===== config.mk =====
export PLATFORM = sky130hd
export DESIGN_NAME = cpu_fetch_unit
export DESIGN_NICKNAME = d
export VERILOG_FILES = /design/src/rtl/cpu_pkg.sv /design/src/rtl/cpu_pc_counter.sv /design/src/rtl/cpu_fetch_unit.sv
export SDC_FILE = /design/constraint.sdc
export NUM_CORES = 1
export LEC_CHECK = 0
export ABC_AREA = 1
export BUFFER_PORTS_ARGS = -buffer_cell sky130_fd_sc_hd__buf_2
export CAP_MARGIN = 20
export CORE_MARGIN = 3
export CORE_UTILIZATION = 40
export CTS_BUF_LIST = sky130_fd_sc_hd__clkbuf_4 sky130_fd_sc_hd__clkbuf_8
export DETAILED_ROUTE_END_ITERATION = 8
export GPL_ROUTABILITY_DRIVEN = 0
export PLACE_DENSITY = 0.68
export REMOVE_ABC_BUFFERS = 1
export SLEW_MARGIN = 20
export SYNTH_ARGS = -nofsm -noshare
export SYNTH_HDL_FRONTEND = slang
export SYNTH_SLANG_ARGS = --single-unit
export TNS_END_PERCENT = 100

===== constraint.sdc =====
create_clock -name clk -period 3.8 [get_ports clk]
set_input_delay 0.95 -clock clk [delete_from_list [all_inputs] [get_ports clk]]
set_output_delay 0.95 -clock clk [all_outputs]
set_load 0.03 [all_outputs]

===== src/rtl/cpu_pkg.sv =====
// Shared definitions for the CPU fetch path: FSM encoding, opcode width and
// default geometry used by the fetch unit and its PC sub-module.
package cpu_pkg;

  localparam int DEF_ADDR_W  = 8;
  localparam int DEF_DATA_W  = 16;
  localparam int DEF_TIMEOUT = 15;
  localparam int OPCODE_W    = 4;

  typedef enum logic {
    IDLE = 1'b0,
    WAIT = 1'b1
  } fetch_state_e;

endpackage


===== src/rtl/cpu_pc_counter.sv =====
// Program counter register: a jump load beats an increment, otherwise it holds.
// The increment wraps silently at the top of the address space.
module cpu_pc_counter
  import cpu_pkg::*;
#(
  parameter int ADDR_W = DEF_ADDR_W
) (
  input  logic              clk,
  input  logic              rst,
  input  logic              load_i,
  input  logic              inc_i,
  input  logic [ADDR_W-1:0] load_val_i,
  output logic [ADDR_W-1:0] pc_o
);

  logic [ADDR_W-1:0] pc_q, pc_d;

  always_comb begin
    pc_d = pc_q;
    if (load_i) begin
      pc_d = load_val_i;
    end else if (inc_i) begin
      pc_d = pc_q + ADDR_W'(1);
    end
  end

  always_ff @(posedge clk or posedge rst) begin
    if (rst) begin
      pc_q <= '0;
    end else begin
      pc_q <= pc_d;
    end
  end

  assign pc_o = pc_q;

endmodule


===== src/rtl/cpu_fetch_unit.sv =====
// Instruction fetch unit: issues one memory request per loadIR, captures the
// returned word into IR, and bounds each wait with a timeout.
module cpu_fetch_unit
  import cpu_pkg::*;
#(
  parameter int ADDR_W  = DEF_ADDR_W,
  parameter int DATA_W  = DEF_DATA_W,
  parameter int TIMEOUT = DEF_TIMEOUT
) (
  input  logic                clk,
  input  logic                rst,
  input  logic                loadIR,
  input  logic                loadPC,
  input  logic                incPC,
  input  logic                selA,
  output logic                imem_req,
  output logic [ADDR_W-1:0]   imem_addr,
  input  logic                imem_ack,
  input  logic [DATA_W-1:0]   imem_rdata,
  output logic [ADDR_W-1:0]   pc,
  output logic [DATA_W-1:0]   ir,
  output logic [OPCODE_W-1:0] opcode,
  output logic                ir_valid,
  output logic                busy,
  output logic                fetch_err,
  output logic                overrun
);

  localparam int CNT_W = $clog2(TIMEOUT + 1);

  fetch_state_e      state_q, state_d;
  logic [CNT_W-1:0]  cnt_q, cnt_d;
  logic [ADDR_W-1:0] addr_q, addr_d;
  logic [DATA_W-1:0] ir_q, ir_d;
  logic              vld_q, vld_d;
  logic              err_q, err_d;
  logic              ovr_q, ovr_d;

  // Jump target comes from the low bits of the instruction currently held.
  cpu_pc_counter #(
    .ADDR_W(ADDR_W)
  ) u_pc_counter (
    .clk       (clk),
    .rst       (rst),
    .load_i    (loadPC & selA),
    .inc_i     (incPC),
    .load_val_i(ir_q[ADDR_W-1:0]),
    .pc_o      (pc)
  );

  always_comb begin
    state_d = state_q;
    cnt_d   = cnt_q;
    addr_d  = addr_q;
    ir_d    = ir_q;
    vld_d   = vld_q;
    err_d   = err_q;
    ovr_d   = ovr_q;
    case (state_q)
      IDLE: begin
        if (loadIR) begin
          addr_d  = pc;
          vld_d   = 1'b0;
          cnt_d   = '0;
          state_d = WAIT;
        end
      end
      WAIT: begin
        if (loadIR) begin
          ovr_d = 1'b1;
        end
        // An ack on the final allowed cycle still wins over the timeout.
        if (imem_ack) begin
          ir_d    = imem_rdata;
          vld_d   = 1'b1;
          state_d = IDLE;
        end else if (cnt_q == CNT_W'(TIMEOUT - 1)) begin
          err_d   = 1'b1;
          state_d = IDLE;
        end else begin
          cnt_d = cnt_q + CNT_W'(1);
        end
      end
      default: state_d = IDLE;
    endcase
  end

  always_ff @(posedge clk or posedge rst) begin
    if (rst) begin
      state_q <= IDLE;
      cnt_q   <= '0;
      addr_q  <= '0;
      ir_q    <= '0;
      vld_q   <= 1'b0;
      err_q   <= 1'b0;
      ovr_q   <= 1'b0;
    end else begin
      state_q <= state_d;
      cnt_q   <= cnt_d;
      addr_q  <= addr_d;
      ir_q    <= ir_d;
      vld_q   <= vld_d;
      err_q   <= err_d;
      ovr_q   <= ovr_d;
    end
  end

  assign imem_req  = (state_q == WAIT);
  assign busy      = (state_q == WAIT);
  assign imem_addr = addr_q;
  assign ir        = ir_q;
  assign opcode    = ir_q[DATA_W-1 -: OPCODE_W];
  assign ir_valid  = vld_q;
  assign fetch_err = err_q;
  assign overrun   = ovr_q;

endmodule

==> flow_results.org, run 1 <==
** Logic synthesis
- Synth area leader :: dfrtp_1
- Portion of the post-synthesis area used by sequential elements :: 54.50%
- Cell types with the largest area share after synthesis :: dfrtp_1 (54%), mux2_4 (11%), nand2_1 (7.2%)
- Synthesis inferred 40 register bits.
- Post-synthesis area per instance :: 10.38 um^2
- Cell count after synthesis :: 177
- Count of synthesis-stage warnings from yosys :: 0
- Summing every instance area after synthesis gives 1837 um^2.
- In this run, distinct cell masters in the synthesized netlist total 22.
- Yosys top cell area share :: 54.50%

** Floorplanning
- Die Y :: 73.77 um
- Die Wd :: 73.77 um
- The initial utilization of the core area, before any placement, comes to 41.89%.
- Standard cell core area :: 4384 um^2
- Top-level port count :: 64
- The floorplan has 24 rows.
- The die covers 5441 um^2.

** Critical path
- STA classifies the critical path startpoint as a flip-flop.
- The cell family contributing the most delay on the critical path is flip-flops.
- STA puts the critical path data required time at 2.85 ns.
- The worst setup path is captured at an output pin.
- Cell-by-cell trace of the critical path :: buf_2
- Biggest fanout along the worst timing path :: 7
- Among all stages on the critical path, the largest delay is contributed by dfrtp_1.
- Buffer and inverter count on the worst path :: 1
- Kind of critical path :: flip-flop to output pin
- Data on the critical path arrives at its endpoint at 1.01 ns.
- On the worst path, the slowest cell contributes a delay of 0.48 ns.

** Drt
- Count of vias placed by the detailed router :: 1402
- 1st-pass router iterations :: 4
- The routed design uses 259 um of met3 wire.
- Dividing the detail-routed via count by the number of cells gives 4.785.
- ANT nets after route :: 0
- After detailed routing, the average wire length per cell comes to 12.41 um.
- The routed design has 3635 um of wire.
- Top layer in use :: met4
- Post-route met1 wirelength :: 1717 um
- In the detailed route, the total length drawn on met2 is 1618 um.
- After detailed routing, the number of remaining DRC violations is 0.
- After the first detailed-routing iteration, the DRC count stood at 91.

** Timing
- Dividing the final minimum period by the clock period gives 51.54%.
- Final worst path period need :: 1.958 ns
- Hold WS :: 0.4718 ns
- Across the routed clock network, the largest skew measured is 0.002450 ns.
- After layout, the worst setup slack is 1.842 ns.
- Relative slew slack :: 62.47%
- At the pin with the least slew margin, the transition time is 0.5609 ns.
- Setup total negative slack on the finished layout was measured at 0 ns.
- The number of max-slew violations in the final report is 0.
- Based on the critical path, the design can be clocked at up to 510.6 MHz.
- Setup violations remaining at the end of the flow were counted as 0.
- Final number of hold-violating endpoints :: 0
- Setup repair after global routing missed its margin :: false

** Pwr
- Leakage power total :: 1.210 nW
- Power spread over the standard cell area amounts to 671.1 nW/um^2.
- The worst-case IR drop observed on VDD is 302.0 uV.

** Cells and area
- Final std cell area, no fill :: 2250 um^2
- The post-route netlist has 38.17% of its cells at a drive strength greater than 1.
- Nets@finish :: 266
- Relative to the synthesized area, the layout overhead comes to 22.48%.
- Number of antenna cells inserted :: 0
- The library cells used most frequently in the layout, excluding fill and tap cells, are buf_2 (63), dfrtp_1 (40), nand2_1 (35).
- The library cell used most frequently in the layout, excluding fill and tap cells, is buf_2.
- Counting the fill cells in the layout gives 426.

** GRT
- The initial antenna violation count was 0.
- Global-route wire length before repair :: 6237 um
- Grt ovf :: 0
- The number of global-route vias before repair came to 1344.
- Global Route Usage Sum :: 14.83%
- Maximum number of pins on one net before global-route repair :: 41

** Placement
- Number of buffer cells added on primary ports :: 63
- Summing all placed instances gives a cell area of 2157 um^2.
- Worst setup timing slack at the placement stage :: 1.817 ns
- Once detailed placement completed, the half-perimeter wirelength came to 2689 um.

** Run status
- The flow ran to the end, and the final reports show no timing, DRC or antenna violations.

** CTS
- After clock tree synthesis, the setup repair step added 0 buffers.
- In this run, post-CTS repair resized a total of 0 instances.
- The tree is rooted in a clkbuf_8.
- In this run the deepest clock path goes through 2 buffers.
- TritonCTS built the clock tree.
- Latest clock arrival within the worst-skew pair :: 0.28 ns
- Clock transition time at the flip-flop clock pins of the worst setup and hold paths :: 0.07 ns
- Counting every sink on the clock net gives 40.
- TritonCTS buffer count :: 5
- Buffers inserted to repair hold after CTS numbered 0.
- The clock tree synthesis step divided the H-tree into 2 levels.

** Run
- Max Cap Viol :: 0

** Hold path
- The worst hold path belongs to the class flip-flop to flip-flop.
==> cell usage after synthesis <==
cell	instances
dfrtp_1	40
nand2_1	35
nand3_1	20
inv_1	19
mux2_4	13
o21ai_0	10
nor2_1	8
buf_4	6
a21oi_1	4
ha_1	3
nand2_2	3
o22ai_1	3
buf_6	2
mux2_2	2
xnor2_1	2
a21o_2	1
nand4_1	1
nor2_4	1
o211ai_1	1
o21ai_1	1
o21bai_1	1
xor2_1	1
==> state kept, by name (all words and copies together) (netlist names) <==
register and flops:
cnt_q 4, fetch_err 1, ir 16, ir_valid 1
overrun 1, u_pc_counter.pc_o 8, busy 1, imem_addr 8
==> where the power goes <==
| part | total [mW] | internal, mW | switching [mW] |
|---|---|---|---|
| clock network | 0.280 | 0.145 | 0.136 |
| registers | 0.634 | 0.537 | 0.0968 |
| logic | 0.596 | 0.201 | 0.394 |
==> layout make-up <==
type | count | area, um^2 | share of cell area (%)
Clock buffer | 6 | 82.58 | 3.671
Clock inverter | 2 | 10.01 | 0.4449
Inverter | 19 | 71.32 | 3.170
Multi-Input combinational cell | 110 | 696.9 | 30.98
Sequential cell | 40 | 1001 | 44.49
Tap cell | 52 | 65.06 | 2.892
Timing Repair Buffer | 64 | 322.8 | 14.35
==> per-layer routing <==
layer  GRT usage (%)  up-vias
li1                -      702
met1           20.54      649
met2           22.15       47
met3           4.925        4
met4           4.225        0
met5               0        -
==> worst paths after layout <==
path / endpoint / slack [ns] / cells past startpoint / startpoint
max in group asynchronous: imem_addr[6]$_DFFE_PP0P_ / 2.68 / 3 / rst
min in group asynchronous: ir[15]$_DFFE_PP0P_ / 0.78 / 3 / rst
setup / recovery: pc[2] / 1.84 / 1 / u_pc_counter.pc_o[2]$_DFFE_PP0P_
hold / removal: overrun$_DFFE_PP0P_ / 0.47 / 1 / overrun$_DFFE_PP0P_
setup reg to reg: ir[0]$_DFFE_PP0P_ / 2.42 / 2 / busy$_DFF_PP0_
hold reg to reg: overrun$_DFFE_PP0P_ / 0.47 / 1 / overrun$_DFFE_PP0P_
==> cells by family (layout without fill, tap and decap cells) <==
group	after synthesis	after routing	share of synthesized area [%]
and+or+nand+nor	68	68	16.21
DFF	40	40	54.50
buffers and inverters	27	91	7.561
AOI/OAI and AO/OA	21	21	6.404
muxes	15	15	11.85
adders and majority gates	3	3	2.044
xor gates and xnor gates	3	3	1.431
==> metrics by stage <==
| step | power (mW) | std cells | util (%) |
|---|---|---|---|
| floorplan | 1.053 | 169 | - |
| detailed placement | 1.242 | 285 | 49.20 |
| global placement | 1.230 | 285 | 49.20 |
| CTS | 1.530 | 293 | 51.31 |
| finish | 1.510 | 293 | 51.31 |
| global route | 1.610 | 293 | 51.31 |
Power figures use the tool's default switching activity.
==> inputs of run 2 (changes only) <==
Clock period 3.8 ns to 1.9 ns, I/O delays scaled along.
==> flow_results.org, run 2 (synthesis results as in run 1) <==
** Drt
- Residual DRC :: 0 (unchanged)
- The detailed-route wire length per cell is 12.76 um (+2.9%).
- Via density :: 4.767 (-0.38%)
- DRC marker count from the first detailed-route iteration :: 89 (-2.2%)
- The total vias in the final route came to 1411 (+0.64%).
- The post-detailed-routing wire length came to 3778 um (+3.9%).
- ANT nets after route :: 0 (unchanged)
- 1st-pass router iterations :: 4 (unchanged)

** Critical path
- The startpoint identified for the worst register-to-register timing path is busy$_DFF_PP0_.
- Buffer and inverter count on the worst path :: 1 (unchanged)
- Biggest fanout along the worst timing path :: 7 (unchanged)
- Following the worst setup path forward leads to its endpoint at pc[2].
- R2r worst-path depth :: 2 (unchanged)
- Cell count along the critical path :: 1 (unchanged)
- STA classifies the critical path endpoint as an output pin.
- The arrival time of data at the critical path endpoint came to 1.00 ns (about the same).
- Walking the worst path, the cells encountered are buf_2.
- The critical path's largest stage delay is 0.47 ns (about the same).
- The worst setup path is launched from a flip-flop.
- Among all stages on the critical path, the largest delay is contributed by dfrtp_1.
- Crit path from :: u_pc_counter.pc_o[2]$_DFFE_PP0P_
- Broken down by cell family, the worst path's largest delay share belongs to flip-flops.
- End of the worst register-to-register path :: ir[2]$_DFFE_PP0P_
- Flop2flop setup slack :: 0.58 ns (-1.84 ns)
- Endpoint required time on the critical path :: 1.42 ns (-1.43 ns)
- Kind of critical path :: flip-flop to output pin

** Cells and area
- Area growth from synthesis to layout :: 23.98%
- Final standard cell utilization of the core :: 51.94% (+0.63 points)
- The number of nets in the layout was 269 (+1.1%).
- Number of fill cells in the layout :: 431 (+1.2%)
- The layout cell share with drive strength beyond 1 is 38.93% (+0.76 points).
- The post-route cell area is 2277 um^2 (+1.2%).
- Largest register FFs :: 16 (unchanged)
- The antenna diode instance count is 0 (unchanged).
- The library cells used most frequently in the layout, excluding fill and tap cells, are buf_2 (63), dfrtp_1 (40), nand2_1 (35).
- Most common cell after layout, fill and taps aside :: buf_2

** CTS
- The CTS clock-pin slew for the worst setup and hold paths is 0.07 ns (about the same).
- TritonCTS buffer count :: 5 (unchanged)
- The tree is rooted in a clkbuf_8.
- The number of levels the H-tree was split into came to 2 (unchanged).
- Latest clock arrival within the worst-skew pair :: 0.29 ns (about the same)
- Post-cts resize count :: 0 (unchanged)
- Maximum number of buffers from clock root to sink :: 2 (unchanged)
- TritonCTS sink count :: 40 (unchanged)
- Hold-fix buffers at CTS :: 0 (unchanged)
- Number of buffers inserted to repair setup after CTS :: 0 (unchanged)
- TritonCTS built the clock tree.

** Timing
- Based on the critical path, the design can be clocked at up to 678.9 MHz.
- Relative slew slack :: 66.34% (+3.9 points)
- Aggregate negative setup slack :: 0 ns (unchanged)
- The worst path uses 77.52% of the clock period.
- The transition time at the pin with the least slew margin came to 0.5031 ns (-0.05782 ns).
- Setup repair after global routing left no endpoint under its margin.
- Setup-failing EPs final :: 0 (unchanged)
- The number of endpoints with negative hold slack in the final report was 0 (unchanged).
- The number of max-slew violations in the final report came to 0 (unchanged).
- Final worst path period need :: 1.473 ns
- The worst clock skew came to 0.003470 ns (+0.001020 ns).

** Placement
- Number of buffer cells added on primary ports :: 63 (unchanged)
- The instance area after placement is 2180 um^2 (+1.0%).
- The total half-perimeter wirelength after legalization and detailed placement came to 2771 um (+3.1%).

** Floorplanning
- Top-level port count :: 64 (unchanged)
- Die area :: 5441 um^2 (unchanged)
- The effective utilization at floorplan came to 41.89% (unchanged).
- Standard cell core area :: 4384 um^2 (unchanged)
- Die Wd :: 73.77 um (unchanged)
- # rows :: 24 (unchanged)
- The die height was 73.77 um (unchanged).

** Pwr
- Clock power share :: 19.8% (+1.2 points)
- VDD IR-drop max :: 607.1 uV (+100%)
- The internal power contribution came to 1.806 mW (+100%).
- Switching power :: 1.259 mW (+100%)
- Fraction of power consumed by sequential logic :: 41.2% (-0.8 points)
- The areal power density over the cells was 1346 nW/um^2 (+100%).
- The switching power share of the total came to 41.07% (-0.45 points).
- Comb power frac :: 39.0% (-0.5 points)
- The cell leakage power was 1.224 nW (+1.2%).

** Run
- The reported max-cap violation count is 0 (unchanged).

** GRT
- The global-route usage over all layers was 15.42% (+0.59 points).
- The initial antenna violation count came to 0 (unchanged).
- Maximum number of pins on one net before global-route repair :: 41 (unchanged)
- Number of global-route vias before repair :: 1364 (+1.5%)
- Grt ovf :: 0 (unchanged)
- Global-route wire length before repair :: 6396 um (+2.5%)

** Run status
- The flow ran to the end, and the final reports show no timing, DRC or antenna violations.

** Hold path
- The min-delay analysis places its worst path in the category input pin to asynchronous set/reset pin.
==> run 2: cell types whose count changed in the layout (fill, tap and decap cells not counted) <==
cell | before | now
buf_4 | 1 | 4
clkbuf_4 | 0 | 2
clkinv_2 | 2 | 0
==> run 2: final cells by class <==
cell class | count | area (um^2) | area share, %
Sequential cell | 40 | 1001 | 43.96
Multi-Input combinational cell | 110 | 696.9 | 30.60
Timing Repair Buffer | 67 | 345.3 | 15.16
Clock buffer | 8 | 97.59 | 4.286
Inverter | 19 | 71.32 | 3.132
Tap cell | 52 | 65.06 | 2.857
==> run 2: power by group through the flow <==
stage	logic, mW	registers (mW)	clock network, mW
6_report	1.20	1.26	0.606
3_3_place_gp	1.19	1.27	0
3_5_place_dp	1.21	1.28	0
4_1_cts	1.21	1.27	0.624
5_1_grt	1.30	1.31	0.657
2_1_floorplan	0.386	1.72	0
==> run 2: worst min-delay path by stage <==
stage,from,endpoint,depth (start not counted)
2_1_floorplan,cnt_q[3]$_DFFE_PP0P_,cnt_q[3]$_DFFE_PP0P_,2
3_3_place_gp,overrun$_DFFE_PP0P_,overrun$_DFFE_PP0P_,1
3_5_place_dp,ir_valid$_DFFE_PP0P_,ir_valid$_DFFE_PP0P_,2
4_1_cts,rst,ir[10]$_DFFE_PP0P_,3
5_1_grt,rst,ir[15]$_DFFE_PP0P_,3
6_report,rst,ir[12]$_DFFE_PP0P_,3
==> run 2: per-stage QoR <==
stage / hold WS (ns) / instances / setup WS, ns / total power [mW]
CTS: 0.3090 / 296 / 0.4045 / 3.105
finish: 0.2983 / 296 / 0.4270 / 3.066
floorplan: 0.5190 / 169 / 0.2042 / 2.107
global placement: 0.4356 / 288 / 0.4428 / 2.468
detailed placement: 0.4681 / 288 / 0.4328 / 2.491
global route: 0.3464 / 296 / 0.3380 / 3.266
==> run 2: layer usage <==
layer | part of all wire (%) | track usage [%] | vias up
li1 | - | - | 709
met1 | 46 | 19.84 | 655
met2 | 45 | 23.82 | 41
met5 | 0 | 0 | -
met3 | 6.3 | 5.198 | 6
met4 | 1.8 | 6.036 | 0
==> inputs of run 3 (changes only) <==
Settings changed: PLACE_DENSITY 0.68 to 0.71.
Clock period 1.9 ns to 1.2 ns, I/O delays scaled along.
==> flow_results.org, run 3 (synthesis results as in run 1) <==
** Run status
- The run finished, with violations left.
- The checks that failed: negative setup slack.

** Timing
- Setup repair after global routing could not meet its margin everywhere.
- Final worst path period need :: 1.256 ns
- Share of the cycle needed by the critical path after routing :: 104.7%
- The minimum setup slack in the final design was -0.05620 ns (-0.4832 ns).
- The number of max-slew violations in the final report is 0 (unchanged).
- The worst-case hold slack was 0.04295 ns (-0.2554 ns).
- Transition time at the pin with the least slew margin :: 0.2137 ns (-0.2894 ns)
- The final setup violation count is 17 (+17).
- Based on the critical path, the design can be clocked at up to 796.1 MHz.
- The worst clock skew is 0.007564 ns (+0.004094 ns).
- The number of endpoints with negative hold slack in the final report is 0 (unchanged).
- Relative slew slack :: 85.75% (+19 points)

** CTS
- The clock insertion delay at the later pin of the skew report was 0.29 ns (about the same).
- The maximum root-to-sink buffer count was 2 (unchanged).
- The CTS clock-pin slew for the worst setup and hold paths was 0.08 ns (about the same).
- TritonCTS sink count :: 40 (unchanged)
- TritonCTS buffer count :: 5 (unchanged)
- Hold-fix buffers at CTS :: 0 (unchanged)
- CTS tree :: done
- The cell sitting at the root of the clock tree is a clkbuf_8.
- The number of levels the H-tree was split into is 2 (unchanged).

** Floorplanning
- The standard-cell row count is 24 (unchanged).
- Standard cell core area :: 4384 um^2 (unchanged)
- The die outline area is 5441 um^2 (unchanged).
- The effective utilization at floorplan is 41.89% (unchanged).
- The die height is 73.77 um (unchanged).
- The I/O pin count came to 64 (unchanged).
- Die Wd :: 73.77 um (unchanged)

** Drt
- The average vias per placed instance is 4.839 (+1.5%).
- The total vias in the final route was 1563 (+11%).
- The DRC violations left was 0 (unchanged).
- DRC marker count from the first detailed-route iteration :: 115 (+29%)
- ANT nets after route :: 0 (unchanged)
- 1st-pass router iterations :: 4 (unchanged)
- Drt wl/cell :: 13.14 um (+3.0%)
- The post-detailed-routing wire length was 4245 um (+12%).

** Critical path
- The signal on the critical path passes through buf_6 > buf_6.
- Buffer and inverter count on the worst path :: 2 (+1)
- Critical Path End Type :: output pin
- Biggest fanout along the worst timing path :: 3 (-4)
- The endpoint required time on the critical path is 0.90 ns (-0.52 ns).
- The critical path's largest stage delay was 0.40 ns (-0.07 ns).
- Critical path data arrival time :: 0.96 ns (-0.04 ns)
- The slowest stage of the critical path belongs to the cell dfrtp_1.
- Delay-heaviest family, CP :: flip-flops
- Most common cell type on the critical path :: buf_6
- Kind of critical path :: flip-flop to output pin
- Element type at the critical path start :: flip-flop

** GRT
- Global Route Usage Sum :: 16.11% (+0.69 points)
- The wire length of the first global-routing pass came to 6741 um (+5.4%).
- Maximum number of pins on one net before global-route repair :: 41 (unchanged)
- The global-route congestion overflow total was 0 (unchanged).
- The initial antenna violation count is 0 (unchanged).
- Number of global-route vias before repair :: 1522 (+12%)

** Run
- The reported max-cap violation count came to 0 (unchanged).

** Cells and area
- Proportion of layout cells with a drive suffix above 1 :: 50.55% (+12 points)
- From synthesis to final layout, the design area changed by 46.93%.
- The post-route cell area is 2699 um^2 (+19%).
- The final core utilization is 61.56% (+9.6 points).
- The number of flip-flops under the largest register name is 16 (unchanged).
- Leaving out fill and tap cells, the most frequent cells in the layout are buf_2 (40), dfrtp_1 (37), nand2_1 (34).
- Nets@finish :: 296 (+10%)
- Number of antenna cells inserted :: 0 (unchanged)
- Most common cell after layout, fill and taps aside :: buf_2
- Count of non-filler cells in the finished layout :: 323 (+9.1%)

** Pwr
- Power per unit of standard cell area :: 2037 nW/um^2 (+51%)
- The maximum resistive drop on vdd is 1242 uV (+100%).
- Total Power :: 5.499 mW (+79%)
- The cell leakage power was 1.412 nW (+15%).

** Placement
- Number of buffer cells added on primary ports :: 63 (unchanged)
- Detailed placement HPWL :: 2848 um (+2.8%)
- The placed cell count came to 295 (+2.4%).
- Dpl cell area :: 2257 um^2 (+3.6%)

** Hold path
- Path type of the worst min-delay path :: input pin to asynchronous set/reset pin
[run 3: layer usage]
| layer | routed length (um) | vias up | track usage, % | part of all wire [%] |
|---|---|---|---|---|
| met5 | 0 | - | 0 | 0 |
| met4 | 47 | 0 | 5.030 | 1.1 |
| met3 | 305 | 6 | 5.609 | 7.2 |
| met2 | 2100 | 50 | 26.97 | 49 |
| met1 | 1791 | 749 | 19.34 | 42 |
| li1 | - | 758 | - | - |
[run 3: cell type report]
cell class | instances | area [um^2]
Tap cell | 52 | 65.06
Timing Repair Buffer | 94 | 708.2
Fill cell | 361 | 1685
Clock inverter | 2 | 10.01
Inverter | 19 | 71.32
Multi-Input combinational cell | 110 | 757.0
Sequential cell | 40 | 1005
Clock buffer | 6 | 82.58
[run 3: path summary, 6_finish.rpt]
path / from / end / slack [ns] / cells past startpoint
worst max-delay path: busy$_DFF_PP0_ / imem_req / -0.06 / 2
worst min-delay path: rst / ir[11]$_DFFE_PP0P_ / 0.04 / 3
worst max register to register: busy$_DFF_PP0_ / ir[14]$_DFFE_PP0P_ / -0.03 / 4
worst min register to register: overrun$_DFFE_PP0P_ / overrun$_DFFE_PP0P_ / 0.46 / 1
max in group asynchronous: rst / u_pc_counter.pc_o[2]$_DFFE_PP0P_ / 0.94 / 3
min in group clk: imem_rdata[15] / ir[15]$_DFFE_PP0P_ / 0.23 / 2
[run 3: through the flow]
stage | setup WS (ns) | setup TNS [ns]
after floorplan | -0.4958 | -10.39
after global placement | 0.01757 | 0
after detailed placement | -0.07400 | -0.2588
after CTS | -0.06285 | -0.5408
after global routing | -0.09596 | -1.335
final | -0.05620 | -0.5120
[run 3: where the power goes]
group	internal, mW	switching (mW)	total [mW]
Sequential	1.71	0.232	1.94
Combinational	1.15	1.50	2.65
Clock	0.458	0.450	0.908
Total	3.32	2.18	5.50
[run 3: worst min-delay path, delay by kind of cell]
| kind | cells | cell delay [ns] |
|---|---|---|
| buffers and inverters | 3 | 0.40 |
[run 3: timing repair]
item,CTS,global route
resized for setup,24,46
pin swaps,2,9
gates cloned,0,1
endpoints found under the setup margin,13,49
buffers inserted,9,10
endpoints found under the hold margin,0,0
